**config.mk**
```make
export PLATFORM = sky130hd
export DESIGN_NAME = io_port_controller
export DESIGN_NICKNAME = d
export VERILOG_FILES = /design/src/rtl/io_port_controller.sv
export SDC_FILE = /design/constraint.sdc
export NUM_CORES = 1
export LEC_CHECK = 0
export BUFFER_PORTS_ARGS = -buffer_cell sky130_fd_sc_hd__buf_2
export CAP_MARGIN = 40
export CORE_MARGIN = 8
export CORE_UTILIZATION = 25
export DETAILED_ROUTE_END_ITERATION = 8
export SYNTH_ARGS = -nofsm -noshare
export SYNTH_HDL_FRONTEND = slang
export SYNTH_SLANG_ARGS = --single-unit
```
**constraint.sdc**
```tcl
create_clock -name inCLK -period 3.3 [get_ports inCLK]
set_input_delay 0.165 -clock inCLK [delete_from_list [all_inputs] [get_ports inCLK]]
set_output_delay 0.165 -clock inCLK [all_outputs]
set_load 0.02 [all_outputs]
```
**src/rtl/io_port_controller.sv**
```systemverilog
// io_port_controller
//
// Sequences the SAP-2 IN/OUT instructions against four external ports:
//   01h keyboard in, 02h serial in, 03h parallel out, 04h serial out.
// While a port handshake is pending the T-state ring counter is frozen
// (oStall). One transfer runs at a time. Each wait state is bounded by
// TIMEOUT cycles, after which the transfer completes with an error.
//
// Ports
//   inCLK, inRST          clock (rising edge), async active-high reset
//   iInReq / iOutReq      one-cycle IN / OUT request pulses from the sequencer
//   iPortAddr, iAccData   port operand and accumulator value, valid with request
//   iP1Ready/iP2Ready     input port has data; iP1Data/iP2Data the data
//   iP3Busy/iP4Busy       output port cannot accept data
//   oP1Ack/oP2Ack         input port acknowledge
//   oP3Data/oP4Data       output port latches; oP3Strobe/oP4Strobe data valid
//   oBusData, oLoadA      byte and load strobe for the accumulator
//   oStall                hold the ring counter (combinational)
//   oDone, oErr           one-cycle completion and error pulses

module io_port_controller #(
  parameter int TIMEOUT = 255
) (
  input  logic       inCLK,
  input  logic       inRST,
  input  logic       iInReq,
  input  logic       iOutReq,
  input  logic [7:0] iPortAddr,
  input  logic [7:0] iAccData,
  input  logic       iP1Ready,
  input  logic       iP2Ready,
  input  logic [7:0] iP1Data,
  input  logic [7:0] iP2Data,
  input  logic       iP3Busy,
  input  logic       iP4Busy,
  output logic       oP1Ack,
  output logic       oP2Ack,
  output logic [7:0] oP3Data,
  output logic [7:0] oP4Data,
  output logic       oP3Strobe,
  output logic       oP4Strobe,
  output logic [7:0] oBusData,
  output logic       oLoadA,
  output logic       oStall,
  output logic       oDone,
  output logic       oErr
);

  typedef enum logic [2:0] {
    S_IDLE     = 3'd0,
    S_IN_WAIT  = 3'd1,
    S_IN_ACK   = 3'd2,
    S_IN_REL   = 3'd3,
    S_OUT_WAIT = 3'd4,
    S_OUT_STB  = 3'd5,
    S_DONE     = 3'd6
  } state_t;

  // Last counter value allowed in a wait state: TIMEOUT cycles in total.
  localparam logic [7:0] TMO_LAST = 8'(TIMEOUT - 1);

  state_t     state_q, state_d;
  logic [7:0] cnt_q, cnt_d;
  logic [7:0] data_q, data_d;     // byte presented on the W-bus
  logic [7:0] pend_q, pend_d;     // accumulator byte waiting for an output port
  logic [7:0] p3_q, p3_d;
  logic [7:0] p4_q, p4_d;
  logic       sel_q, sel_d;       // 0: port 01h/03h, 1: port 02h/04h
  logic       err_q, err_d;       // error to report at DONE
  logic       abort_q, abort_d;   // IN_WAIT timed out: skip IN_REL
  logic [1:0] ack_q, ack_d;       // {oP2Ack, oP1Ack}

  logic       in_ok, out_ok, ready_sel, busy_sel, tmo, req_any;
  logic [1:0] ack_sel;

  assign in_ok     = (iPortAddr == 8'h01) || (iPortAddr == 8'h02);
  assign out_ok    = (iPortAddr == 8'h03) || (iPortAddr == 8'h04);
  assign ready_sel = sel_q ? iP2Ready : iP1Ready;
  assign busy_sel  = sel_q ? iP4Busy : iP3Busy;
  assign tmo       = (cnt_q == TMO_LAST);
  assign req_any   = iInReq || iOutReq;
  assign ack_sel   = sel_q ? 2'b10 : 2'b01;

  always_comb begin
    state_d = state_q;
    cnt_d   = cnt_q;
    data_d  = data_q;
    pend_d  = pend_q;
    p3_d    = p3_q;
    p4_d    = p4_q;
    sel_d   = sel_q;
    err_d   = err_q;
    abort_d = abort_q;
    ack_d   = 2'b00;

    unique case (state_q)
      S_IDLE: begin
        cnt_d   = 8'd0;
        err_d   = 1'b0;
        abort_d = 1'b0;
        if (iInReq) begin
          // A simultaneous OUT request loses but is still flagged as an error.
          sel_d = (iPortAddr == 8'h02);
          err_d = iOutReq;
          if (in_ok) begin
            state_d = S_IN_WAIT;
          end else begin
            state_d = S_DONE;
            err_d   = 1'b1;
          end
        end else if (iOutReq) begin
          sel_d = (iPortAddr == 8'h04);
          if (out_ok) begin
            state_d = S_OUT_WAIT;
            pend_d  = iAccData;
          end else begin
            state_d = S_DONE;
            err_d   = 1'b1;
          end
        end
      end

      S_IN_WAIT: begin
        cnt_d = cnt_q + 8'd1;
        if (ready_sel) begin
          data_d  = sel_q ? iP2Data : iP1Data;
          state_d = S_IN_ACK;
          ack_d   = ack_sel;
        end else if (tmo) begin
          // Abort still walks through IN_ACK so the accumulator gets 00h.
          data_d  = 8'h00;
          err_d   = 1'b1;
          abort_d = 1'b1;
          state_d = S_IN_ACK;
          ack_d   = ack_sel;
        end
      end

      S_IN_ACK: begin
        cnt_d = 8'd0;
        if (abort_q) begin
          state_d = S_DONE;
        end else begin
          state_d = S_IN_REL;
          // Ack is registered: it follows ready with one cycle of delay.
          ack_d   = ready_sel ? ack_sel : 2'b00;
        end
      end

      S_IN_REL: begin
        cnt_d = cnt_q + 8'd1;
        if (!ready_sel) begin
          state_d = S_DONE;
        end else if (tmo) begin
          err_d   = 1'b1;
          state_d = S_DONE;
        end else begin
          ack_d = ack_sel;
        end
      end

      S_OUT_WAIT: begin
        cnt_d = cnt_q + 8'd1;
        if (!busy_sel) begin
          if (sel_q) p4_d = pend_q;
          else       p3_d = pend_q;
          state_d = S_OUT_STB;
        end else if (tmo) begin
          err_d   = 1'b1;
          state_d = S_DONE;
        end
      end

      S_OUT_STB: state_d = S_DONE;

      S_DONE: state_d = S_IDLE;

      default: state_d = S_IDLE;
    endcase
  end

  always_ff @(posedge inCLK or posedge inRST) begin
    if (inRST) begin
      state_q <= S_IDLE;
      cnt_q   <= 8'd0;
      data_q  <= 8'd0;
      pend_q  <= 8'd0;
      p3_q    <= 8'd0;
      p4_q    <= 8'd0;
      sel_q   <= 1'b0;
      err_q   <= 1'b0;
      abort_q <= 1'b0;
      ack_q   <= 2'b00;
    end else begin
      state_q <= state_d;
      cnt_q   <= cnt_d;
      data_q  <= data_d;
      pend_q  <= pend_d;
      p3_q    <= p3_d;
      p4_q    <= p4_d;
      sel_q   <= sel_d;
      err_q   <= err_d;
      abort_q <= abort_d;
      ack_q   <= ack_d;
    end
  end

  assign oP1Ack    = ack_q[0];
  assign oP2Ack    = ack_q[1];
  assign oP3Data   = p3_q;
  assign oP4Data   = p4_q;
  assign oP3Strobe = (state_q == S_OUT_STB) && !sel_q;
  assign oP4Strobe = (state_q == S_OUT_STB) && sel_q;
  assign oBusData  = data_q;
  assign oLoadA    = (state_q == S_IN_ACK);
  assign oDone     = (state_q == S_DONE);
  assign oErr      = (state_q == S_DONE) && err_q;
  // Combinational so the ring counter freezes in the request cycle itself.
  assign oStall    = ((state_q != S_IDLE) && (state_q != S_DONE)) ||
                     ((state_q == S_IDLE) && req_any);

endmodule

```
==> results.toml <==
[setup_path]
rr_startpoint = "state_q[1]$_DFFE_PP0P_"
worst-path-max-fanout = 13
critPathRequiredTime_ps = 3480
setup.worst_path.end_class = "flop"
worst_setup_path_start_kind = "flop"
timing.critical_path.arrival_ps = 2740
crit_path_category = "reg2reg"
timing.reg2reg.setup_slack_ps = 750
critical_path.startpoint = "state_q[1]$_DFFE_PP0P_"

[power_and_ir_drop]
p_int_uw = 1210
clock_power_share_pct = 23.6
power.switching_fraction_pct = 36.9
power.density_nw_per_um2 = 613
power_uw = 1910
power_frac_seq_pct = 41.5
ir_drop_uv = 200
static-leakage-power_uw = 0.00156
comb_power_share_pct = 35.0
p_switching_uw = 706

[timing]
setup_violations = 0
clock.fmax_mhz = 392
period_needed_ps = 2550
min_period_over_period_pct = 77.4
timing_hold_violations_final = 0
grt_setup_unrepaired = "no"
slew_viol_final = 0
worst-slew-pin-transition_ps = 760
setup_total_negative_slack_ps = 0
fin_worst_skew_ps = 14.2
max-slew-margin-rel_pct = 49.3

[finish]
drive_above_1_share_pct = 37.8
nets = 335
antenna-diode-count = 0
area_added_between_synthesis_and_finish_pct = 26.9
fillCellCount = 998

[logic_synthesis]
synth_adder_area_share_pct = 1.02
synth_edf_count = 0
synth_top_cells_by_area = "dfrtp_1 (49%), mux2_1 (6.9%), mux2_2 (5.0%)"
sequential_to_total_area_share_from_yosys_stat_pct = 48.9
ys.flop_type = "dfrtp_1"
postSynthNetCount = 261
syn_area_per_cell_um2 = 11.2
synth-simple-area-share_pct = 15.9
yosysTopAreaCell = "dfrtp_1"
synth_top_family_by_area = "multiplexers"
synth.top_cell.area_share_pct = 48.9
synth_seq_cells = 48
post_synth_mux_area_share_pct = 17.2
synthesized_area_fraction_occupied_by_ao_oa_aoi_and_oai_cells_pct = 12.5
post_synth_instance_area_um2 = 2460
synth-async-reset-ratio_pct = 100
post-synth-top-count-cell = "dfrtp_1"
netlist-cell-type-count = 48
synth_xor_area_share_pct = 2.14
synthCells = 219
yosys_warnings = 0
post_synth_most_frequent_cells = "dfrtp_1 (48), nor2_1 (19), nand2_1 (16)"

[floorplanning]
floorplan.io_pins = 72
floorplan.die_area_um2 = 13300
core_um2 = 9640
fp.dieH_um = 115
row_count = 36
initial_core_util_pct = 25.5
chipWidth_um = 115

[clock_tree]
cts.sinks = 48
cts-buffers-inserted = 5
cts_max_level = 2
cts.clk_slew.worst_paths_ps = 100
cts_max_path_buffers = 2
post_cts_buffers = 0
cts_tree = "yes"
cts-root-buf = "clkbuf_8"
clk-insertion-delay-late_ps = 310

[global_routing]
first_pass_grt_wire_length_mm = 10.4
grt_remaining_overflow = 0
grt.total_usage_pct = 9.91
grt_start_max_net_pins = 29
number_of_antenna_violations_at_the_first_check_in_global_routing = 0
first_global_vias = 2056

[detailed_routing]
detailedRoute.firstPassIterationCount = 5
post_drt_wl_per_cell_um = 14.8
vias = 2000
routed_via_density = 4.68
drt_iter0_drc = 112
drtAntennaViolNets = 0
drt_wl_total_mm = 6.31
remaining_drc_errors = 0

[worst_hold_path]
hold_removal_path_class = "in2reg"
timing.hold.worst.start = "iAccData[4]"

[placed_design]
dp.final_hpwl_mm = 4.83
buffer_ports.inserted = 71
place.gp.congestion = 0.894

[run]
drv.max_cap_violation_count = 0

[outcome]
status = "finished clean"
[logic make-up after synthesis]
| logic type | Yosys count |
|---|---|
| xor gates and xnor gates | 6 |
| adders and majority gates | 2 |
| AOI/OAI and AO/OA | 43 |
| muxes | 35 |
| DFF | 48 |
| buffers and inverters | 13 |
| and+or+nand+nor | 72 |
[worst max-delay path, cell delays in order, from the launching register on]
cell and delay (ps):
dfrtp_1 520, or2_2 410, or4_4 530, or4b_4 630
mux2_4 330
[layout by cell type (no fill, tap or decap), drive strengths merged, types with 2 or more instances in the layout]
master	synthesis	routed
a211oi	3	3
a21oi	8	8
a22o	9	9
a311oi	2	2
a31oi	3	3
and2	2	2
buf	1	75
clkbuf	8	6
dfrtp	48	48
ha	2	2
inv	4	4
mux2	34	34
nand2	16	16
nand2b	4	4
nand3	5	5
nor2	19	19
nor2b	3	3
nor3	7	7
nor4bb	2	2
o211ai	2	2
o21ai	6	6
o31ai	3	3
or3	2	2
or4	2	2
xnor2	2	2
xor2	4	4
[registers in the layout, summed over array words and instances, names as in the netlist]
register,cells
state_q,3
oP4Data,8
sel_q,1
oP3Data,8
ack_q,2
err_q,1
oBusData,8
abort_q,1
pend_q,8
cnt_q,8
[routing by layer]
| layer | global-route usage [%] | vias to the layer above | wire length (um) |
|---|---|---|---|
| met1 | 11.9 | 983 | 2740 |
| li1 | - | 950 | - |
| met3 | 2.57 | 6 | 350 |
| met4 | 3.42 | 0 | 76 |
| met5 | 0 | - | 0 |
| met2 | 16.8 | 61 | 3140 |
[path summary, 6_finish.rpt]
kind                                          end  cells past startpoint
hold / removal              pend_q[4]$_DFFE_PP0P_                      2
max in group asynchronous    cnt_q[4]$_DFFE_PP0P_                      4
setup reg to reg            pend_q[5]$_DFFE_PP0P_                      4
hold reg to reg            oP4Data[5]$_DFFE_PP0P_                      1
min in group asynchronous    cnt_q[1]$_DFFE_PP0P_                      3
setup / recovery            pend_q[5]$_DFFE_PP0P_                      4
[area by class of cell]
type	count	area, um2	area share [%]
clock buffers	6	82.6	2.65
clock inverters	2	38.8	1.24
inverters	4	15.0	0.482
repair buffers	76	415	13.3
multi-input cells	158	1200	38.4
flip-flops and latches	48	1200	38.5
well taps	133	166	5.34
[what timing repair did]
item	CTS	global route
hold buffers	1	0
endpoints found under the setup margin	0	0
endpoints found under the hold margin	27	0
resized for setup	0	0
[power groups by stage]
stage,clock network [uW],registers [uW],logic [uW]
after floorplan,0,818,425
after global placement,0,800,663
after detailed placement,0,804,669
after CTS,470,792,673
after global routing,491,815,729
final,451,793,669
[metrics by stage]
stage,setup slack [ps],hold WS (ps),cells,instance area (um2),util [%]
after floorplan,1040,262,219,2460,-
after CTS,756,84.6,427,3120,32.3
final,747,90.8,427,3120,32.3
after global placement,844,408,416,2950,30.6
after global routing,680,78.6,427,3120,32.3
after detailed placement,791,294,418,2990,31.0
Power figures use the tool's default switching activity.
